**src/rtl/mem_bus_ctrl_pkg.sv**
```systemverilog
// Shared definitions for the memory bus sequencer: widths, FSM encodings and
// processor state codes used alongside the control unit.
package mem_bus_ctrl_pkg;

  localparam int unsigned MBC_ADDR_W = 26;
  localparam int unsigned MBC_DATA_W = 32;
  localparam int unsigned MBC_CNT_W  = 8;

  typedef enum logic [1:0] {
    MBC_IDLE  = 2'd0,
    MBC_REQ   = 2'd1,
    MBC_DONE  = 2'd2,
    MBC_ABORT = 2'd3
  } mbc_state_t;

  typedef enum logic [2:0] {
    PS_FETCH  = 3'd0,
    PS_DECODE = 3'd1,
    PS_EXEC   = 3'd2,
    PS_MEM    = 3'd3,
    PS_WB     = 3'd4
  } proc_state_t;

  // Wait-state counter increments but never wraps back past the timeout.
  function automatic logic [MBC_CNT_W-1:0] sat_inc(input logic [MBC_CNT_W-1:0] v);
    return (v == '1) ? v : v + 1'b1;
  endfunction

endpackage

```
**src/rtl/mem_bus_ctrl_if.sv**
```systemverilog
// Control-unit strobes, memory handshake and result signals of the sequencer.
// master: sequencer view; slave: control unit plus memory model view.
interface mem_bus_ctrl_if
  import mem_bus_ctrl_pkg::*;
#(
  parameter int unsigned ADDR_W = MBC_ADDR_W,
  parameter int unsigned DATA_W = MBC_DATA_W
) ();

  logic              READ;
  logic              WRITE;
  logic              IS_FETCH;
  logic [ADDR_W-1:0] ADDR_IN;
  logic [DATA_W-1:0] WDATA_IN;
  logic              MEM_REQ;
  logic              MEM_WE;
  logic [ADDR_W-1:0] MEM_ADDR;
  logic [DATA_W-1:0] MEM_WDATA;
  logic [DATA_W-1:0] MEM_RDATA;
  logic              MEM_ACK;
  logic [DATA_W-1:0] RDATA_OUT;
  logic [DATA_W-1:0] INSTRUCTION;
  logic              BUSY;
  logic              ERR;

  modport master (
    input  READ, WRITE, IS_FETCH, ADDR_IN, WDATA_IN, MEM_RDATA, MEM_ACK,
    output MEM_REQ, MEM_WE, MEM_ADDR, MEM_WDATA, RDATA_OUT, INSTRUCTION, BUSY, ERR
  );

  modport slave (
    output READ, WRITE, IS_FETCH, ADDR_IN, WDATA_IN, MEM_RDATA, MEM_ACK,
    input  MEM_REQ, MEM_WE, MEM_ADDR, MEM_WDATA, RDATA_OUT, INSTRUCTION, BUSY, ERR
  );

endinterface

```
**src/rtl/mbc_edge_det.sv**
```systemverilog
// Registered rising-edge detector for one level strobe; a level held high
// produces a single-cycle pulse.
module mbc_edge_det (
  input  logic CLK,
  input  logic RST,
  input  logic strobe,
  output logic rise
);

  logic prev_q;

  always_ff @(posedge CLK or negedge RST) begin
    if (!RST) prev_q <= 1'b0;
    else      prev_q <= strobe;
  end

  assign rise = strobe & ~prev_q;

endmodule

```
**src/rtl/mem_bus_ctrl.sv**
```systemverilog
// Memory bus sequencer: turns READ/WRITE level strobes into one REQ/ACK
// transaction with a wait-state timeout, capturing load and fetch data.
module mem_bus_ctrl
  import mem_bus_ctrl_pkg::*;
#(
  parameter int unsigned ADDR_W  = MBC_ADDR_W,
  parameter int unsigned DATA_W  = MBC_DATA_W,
  parameter int unsigned TIMEOUT = 15
) (
  input  logic           CLK,
  input  logic           RST,
  mem_bus_ctrl_if.master bus
);

  localparam logic [MBC_CNT_W:0] TMO = (MBC_CNT_W+1)'(TIMEOUT);

  mbc_state_t           state_q, state_d;
  logic [MBC_CNT_W-1:0] cnt_q;
  logic [ADDR_W-1:0]    addr_q;
  logic [DATA_W-1:0]    wdata_q, rdata_q, instr_q;
  logic                 we_q, fetch_q, err_q;
  logic                 rd_rise, wr_rise;
  logic                 start_ok, collide, cnt_hit, in_req;

  mbc_edge_det u_rd_edge (.CLK(CLK), .RST(RST), .strobe(bus.READ),  .rise(rd_rise));
  mbc_edge_det u_wr_edge (.CLK(CLK), .RST(RST), .strobe(bus.WRITE), .rise(wr_rise));

  assign in_req   = (state_q == MBC_REQ);
  assign start_ok = (state_q == MBC_IDLE) && (rd_rise ^ wr_rise);
  assign collide  = (state_q == MBC_IDLE) && rd_rise && wr_rise;
  // True in the REQ cycle whose closing edge brings the count to TIMEOUT.
  assign cnt_hit  = ({1'b0, cnt_q} + 1'b1) >= TMO;

  always_ff @(posedge CLK or negedge RST) begin
    if (!RST) state_q <= MBC_IDLE;
    else      state_q <= state_d;
  end

  always_comb begin
    state_d = state_q;
    case (state_q)
      MBC_IDLE:  if (start_ok) state_d = MBC_REQ;
      MBC_REQ: begin
        if (bus.MEM_ACK)  state_d = MBC_DONE;
        else if (cnt_hit) state_d = MBC_ABORT;
      end
      MBC_DONE:  state_d = MBC_IDLE;
      MBC_ABORT: state_d = MBC_IDLE;
      default:   state_d = MBC_IDLE;
    endcase
  end

  always_ff @(posedge CLK or negedge RST) begin
    if (!RST) begin
      cnt_q   <= '0;
      addr_q  <= '0;
      wdata_q <= '0;
      rdata_q <= '0;
      instr_q <= '0;
      we_q    <= 1'b0;
      fetch_q <= 1'b0;
      err_q   <= 1'b0;
    end else begin
      if (start_ok) begin
        addr_q  <= bus.ADDR_IN;
        wdata_q <= bus.WDATA_IN;
        we_q    <= bus.WRITE;
        fetch_q <= bus.IS_FETCH;
        err_q   <= 1'b0;
        cnt_q   <= '0;
      end
      if (collide) err_q <= 1'b1;
      if (in_req) begin
        cnt_q <= sat_inc(cnt_q);
        // ACK on the timeout cycle still completes the transaction.
        if (bus.MEM_ACK) begin
          if (!we_q) begin
            rdata_q <= bus.MEM_RDATA;
            if (fetch_q) instr_q <= bus.MEM_RDATA;
          end
        end else if (cnt_hit) begin
          err_q <= 1'b1;
        end
      end
    end
  end

  assign bus.MEM_REQ     = in_req;
  assign bus.MEM_WE      = in_req & we_q;
  assign bus.MEM_ADDR    = addr_q;
  assign bus.MEM_WDATA   = wdata_q;
  assign bus.RDATA_OUT   = rdata_q;
  assign bus.INSTRUCTION = instr_q;
  assign bus.ERR         = err_q;
  // BUSY rises combinationally in the strobe cycle so the processor stalls at once.
  assign bus.BUSY        = (state_q != MBC_IDLE) | start_ok;

endmodule

```
**src/flat_wrapper.sv**
```systemverilog
// flat-port wrapper written by rule: the top's interface ports become plain ports
module mem_bus_ctrl_flat import mem_bus_ctrl_pkg::*;
#(
  parameter int unsigned ADDR_W  = MBC_ADDR_W,
  parameter int unsigned DATA_W  = MBC_DATA_W,
  parameter int unsigned TIMEOUT = 15
)
  (CLK, RST, bus_READ, bus_WRITE, bus_IS_FETCH, bus_ADDR_IN, bus_WDATA_IN, bus_MEM_RDATA, bus_MEM_ACK, bus_MEM_REQ, bus_MEM_WE, bus_MEM_ADDR, bus_MEM_WDATA, bus_RDATA_OUT, bus_INSTRUCTION, bus_BUSY, bus_ERR);
  mem_bus_ctrl_if #(.ADDR_W(ADDR_W), .DATA_W(DATA_W)) bus_i ();
  input  logic CLK;
  input  logic RST;
  input wire logic [$bits(bus_i.READ)-1:0] bus_READ;
  input wire logic [$bits(bus_i.WRITE)-1:0] bus_WRITE;
  input wire logic [$bits(bus_i.IS_FETCH)-1:0] bus_IS_FETCH;
  input wire logic [$bits(bus_i.ADDR_IN)-1:0] bus_ADDR_IN;
  input wire logic [$bits(bus_i.WDATA_IN)-1:0] bus_WDATA_IN;
  input wire logic [$bits(bus_i.MEM_RDATA)-1:0] bus_MEM_RDATA;
  input wire logic [$bits(bus_i.MEM_ACK)-1:0] bus_MEM_ACK;
  output wire logic [$bits(bus_i.MEM_REQ)-1:0] bus_MEM_REQ;
  output wire logic [$bits(bus_i.MEM_WE)-1:0] bus_MEM_WE;
  output wire logic [$bits(bus_i.MEM_ADDR)-1:0] bus_MEM_ADDR;
  output wire logic [$bits(bus_i.MEM_WDATA)-1:0] bus_MEM_WDATA;
  output wire logic [$bits(bus_i.RDATA_OUT)-1:0] bus_RDATA_OUT;
  output wire logic [$bits(bus_i.INSTRUCTION)-1:0] bus_INSTRUCTION;
  output wire logic [$bits(bus_i.BUSY)-1:0] bus_BUSY;
  output wire logic [$bits(bus_i.ERR)-1:0] bus_ERR;
  assign bus_i.READ = bus_READ;
  assign bus_i.WRITE = bus_WRITE;
  assign bus_i.IS_FETCH = bus_IS_FETCH;
  assign bus_i.ADDR_IN = bus_ADDR_IN;
  assign bus_i.WDATA_IN = bus_WDATA_IN;
  assign bus_i.MEM_RDATA = bus_MEM_RDATA;
  assign bus_i.MEM_ACK = bus_MEM_ACK;
  assign bus_MEM_REQ = bus_i.MEM_REQ;
  assign bus_MEM_WE = bus_i.MEM_WE;
  assign bus_MEM_ADDR = bus_i.MEM_ADDR;
  assign bus_MEM_WDATA = bus_i.MEM_WDATA;
  assign bus_RDATA_OUT = bus_i.RDATA_OUT;
  assign bus_INSTRUCTION = bus_i.INSTRUCTION;
  assign bus_BUSY = bus_i.BUSY;
  assign bus_ERR = bus_i.ERR;
  mem_bus_ctrl #(.ADDR_W(ADDR_W), .DATA_W(DATA_W), .TIMEOUT(TIMEOUT)) u_core (.CLK(CLK), .RST(RST), .bus(bus_i));
endmodule
```
**config.mk**
```make
export PLATFORM = sky130hd
export DESIGN_NAME = mem_bus_ctrl_flat
export DESIGN_NICKNAME = d
export VERILOG_FILES = /design/src/rtl/mem_bus_ctrl_pkg.sv /design/src/rtl/mem_bus_ctrl_if.sv /design/src/rtl/mbc_edge_det.sv /design/src/rtl/mem_bus_ctrl.sv /design/src/flat_wrapper.sv
export SDC_FILE = /design/constraint.sdc
export NUM_CORES = 1
export LEC_CHECK = 0
export BUFFER_PORTS_ARGS = -buffer_cell sky130_fd_sc_hd__clkbuf_2
export CORE_ASPECT_RATIO = 1.2
export CORE_MARGIN = 2
export CORE_UTILIZATION = 45
export CTS_BUF_LIST = sky130_fd_sc_hd__clkbuf_16
export CTS_CLUSTER_DIAMETER = 50
export CTS_CLUSTER_SIZE = 20
export DETAILED_ROUTE_END_ITERATION = 8
export PLACE_DENSITY = 0.75
export SETUP_SLACK_MARGIN = 0.4
export SLEW_MARGIN = 5
export SYNTH_ARGS = -nofsm -noshare
export SYNTH_HDL_FRONTEND = slang
export SYNTH_SLANG_ARGS = --single-unit
```
**constraint.sdc**
```tcl
create_clock -name CLK -period 1.9 [get_ports CLK]
set_clock_uncertainty 0.1 [all_clocks]
set_input_delay 0.095 -clock CLK [delete_from_list [all_inputs] [get_ports CLK]]
set_output_delay 0.095 -clock CLK [all_outputs]
set_load 0.02 [all_outputs]
```
==> impl_metrics.yaml <==
outcome:
  status: "finished clean"
critical_path:
  worst_path_max_delay_cell: "dfrtp_2"
  cp_max_fo: 3
  worst_setup_path_start_kind: "flop"
  crit_required_ps: 2080
  cpPeakStageDelay_ps: 450
  cp.arrival_ps: 2070
  cp-end-kind: "flop"
  path_class: "flop to flop"
  crit_chain: "ha_4 > xor2_2 > a221o_1 > a221oi_4 > o311ai_1"
global_routing:
  grt_pass1_vias: 5112
  grt_max_degree: 60
  global_route.overflow_total: 0
  met3_usage: 0.0663
  grt_antenna_before_repair: 1
  top_usage_layer: "met2"
  met2_usage: 0.526
  use_met1: 0.315
  grt.total_usage: 0.288
  grt_pass1_wl_mm: 29.2
synthesis:
  ys_warn_count: 0
  ys_ff_latch: 137
  syn_nets: 443
  syn_inst: 345
  ys_seq_area_frac: 0.607
  yosysTopAreaCellShare: 0.607
  synth_top_cells_by_area: "dfrtp_1, mux2_4, mux2_1"
  ys_async_sr_fraction: 1.00
  synth-edff-count: 0
  yosys.area.top_type: "dfrtp_1"
  synth.cell_area_um2: 5650
  syn_area_per_cell_um2: 16.4
  synth.most_common_cell: "dfrtp_1"
  yosysUniqueCellTypes: 47
  synth_ff_type: "dfrtp_1"
  synth_commonest_cells: "dfrtp_1, mux2_4, mux2_1, mux2_2, buf_2"
routing:
  drt_wl_total_mm: 19.3
  vias: 4599
  wl_per_cell_um: 21.5
  initialDrtViolationCount: 217
  drc: 0
  ant_nets: 0
  viasPerCell: 5.11
  firstDrtPassIters: 4
timing:
  post-route-period-util: 0.995
  max_slew_margin: 0.787
  fin_setup_tns_ps: 0
  maxSlewViolCount: 0
  period_minus_slack_ps: 1890
  setup_viol: 0
  tightestPinTransition_ps: 310
  final_hold_viol_count: 0
  holdWs_ps: 19.3
  max_freq_mhz: 529
  rsz0062_at_grt: "true"
clocking:
  cts_buffers: 17
  cts_tree: "built"
  clk-insertion-delay-late_ps: 410
  cts_sinks: 137
  cts_max_level: 4
  cts.path.max_buffers: 2
  cts.clk_slew.worst_paths_ps: 60
  root_buffer: "clkbuf_16"
floorplan:
  row_count: 44
  io_pins: 222
  die-area_um2: 13500
  start_util: 0.464
  die_h_um: 127
  core_area_um2: 12200
  die_x_um: 106
job:
  max-cap-violations: 0
power_and_ir_drop:
  p_per_area_nw_per_um2: 1790
  p_total_mw: 17.6
  leakage_nw: 5.07
  vdd_ir_drop_max_uv: 1020
layout:
  finalCoreUtilization: 0.809
  nets: 823
  syn_to_final_growth_pct: 74.3
  layout-drive-gt1-share: 0.626
place:
  dp_hpwl_mm: 9.46
  numPortBuffers: 221
  gp_congestion: 0.856
min_path:
  hold_class: "input pin to async pin"
## logic make-up after synthesis
kind of cell	after synthesis	synth area share
flip-flops	137	0.607
multiplexers	126	0.289
AND/OR/NAND/NOR	32	0.0339
AO/OA/AOI/OAI	22	0.0315
buffers and inverters	22	0.0259
XOR/XNOR	4	0.00754
adder cells (fa/ha/maj)	2	0.00443
## path summary, 6_finish.rpt
path,slack [ps],from,to,cells past startpoint
min in group CLK,200,bus_WRITE,u_core.bus.ERR$_DFF_PN0_,5
max in group asynchronous,1040,RST,u_core.bus.MEM_ADDR[15]$_DFFE_PN0P_,3
max,10,u_core.cnt_q[1]$_DFFE_PN0P_,u_core.bus.ERR$_DFF_PN0_,5
min reg2reg,410,u_core.bus.MEM_ADDR[21]$_DFFE_PN0P_,u_core.bus.MEM_ADDR[21]$_DFFE_PN0P_,1
max reg2reg,10,u_core.cnt_q[1]$_DFFE_PN0P_,u_core.bus.ERR$_DFF_PN0_,5
min,20,RST,u_core.bus.RDATA_OUT[18]$_DFFE_PN0P_,2
## routing by layer
metal / vias to the layer above / part of all wire
li1: 2012 / -
met1: 2308 / 0.35
met2: 213 / 0.55
met3: 66 / 0.047
met4: 0 / 0.045
met5: - / 0
## power by group
group	total (mW)	switching (mW)	internal, mW	leakage, nW
Combinational	8.68	4.15	4.53	3.12
Clock	3.53	1.32	2.20	0.302
Sequential	5.42	1.07	4.35	1.65
## per-stage QoR
step | setup WS (ps) | cell area, µm² | cells
CTS | 61.1 | 9640 | 890
finish | 9.61 | 9840 | 900
detailed placement | 70.9 | 7310 | 726
global placement | 145 | 7310 | 726
global route | -5.12 | 9840 | 899
floorplan | 170 | 6000 | 345
## sequential cells by signal, indices dropped and copies added, names as in the netlist
register                 flops
u_core.state_q               2
u_core.bus.INSTRUCTION      32
u_core.bus.MEM_ADDR         26
u_core.bus.MEM_WDATA        32
u_core.bus.RDATA_OUT        32
u_core.u_rd_edge.prev_q      1
u_core.u_wr_edge.prev_q      1
u_core.fetch_q               1
u_core.we_q                  1
u_core.cnt_q                 8
u_core.bus.ERR               1
## final cells by class
class                      instances  area, µm²
clock inverter                    14        196
timing repair buffer             377       3120
antenna                            2       5.00
multi-input combinational        186       2430
clock buffer                      17        425
tap                              161        201
fill                             606       2330
inverter                           6       27.5
sequential                       137       3430
## critical path, delay by kind of cell, from the launching register on
kind,cells,cell delay [ps]
adders and majority gates,1,190
AOI/OAI and AO/OA,3,860
xor gates and xnor gates,1,150
DFF,1,450
## cells in the final DEF (no fill, tap or decap), types with 2 or more instances in the layout
cell type      instances
nand3_1                4
nor3_1                 2
clkbuf_2             217
clkinv_4               2
o211ai_1               3
o21ai_0                4
dfrtp_1              135
nor2_1                 3
buf_6                 12
buf_12                12
ha_4                   2
buf_8                  2
buf_4                 18
nand2b_4               2
o21ai_1                2
nand2_2                2
mux2i_1                2
buf_16                16
nand3_2                2
nor2b_4                2
inv_1                  5
diode_2                2
bufinv_16              4
mux2_4               124
clkinvlp_4             2
clkbuf_16             20
dlygate4sd3_1         96
dfrtp_2                2
nand2_1                4
inv_6                  5
## timing repair
item	4_1_cts	5_1_grt
endpoints found under the hold margin	266	2
setup endpoints to repair	137	138
pin swaps	6	6
gates cloned	13	3
hold buffers	95	1
buffers inserted	25	4
gates resized for setup	41	15
(Power assumes the default switching activity.)
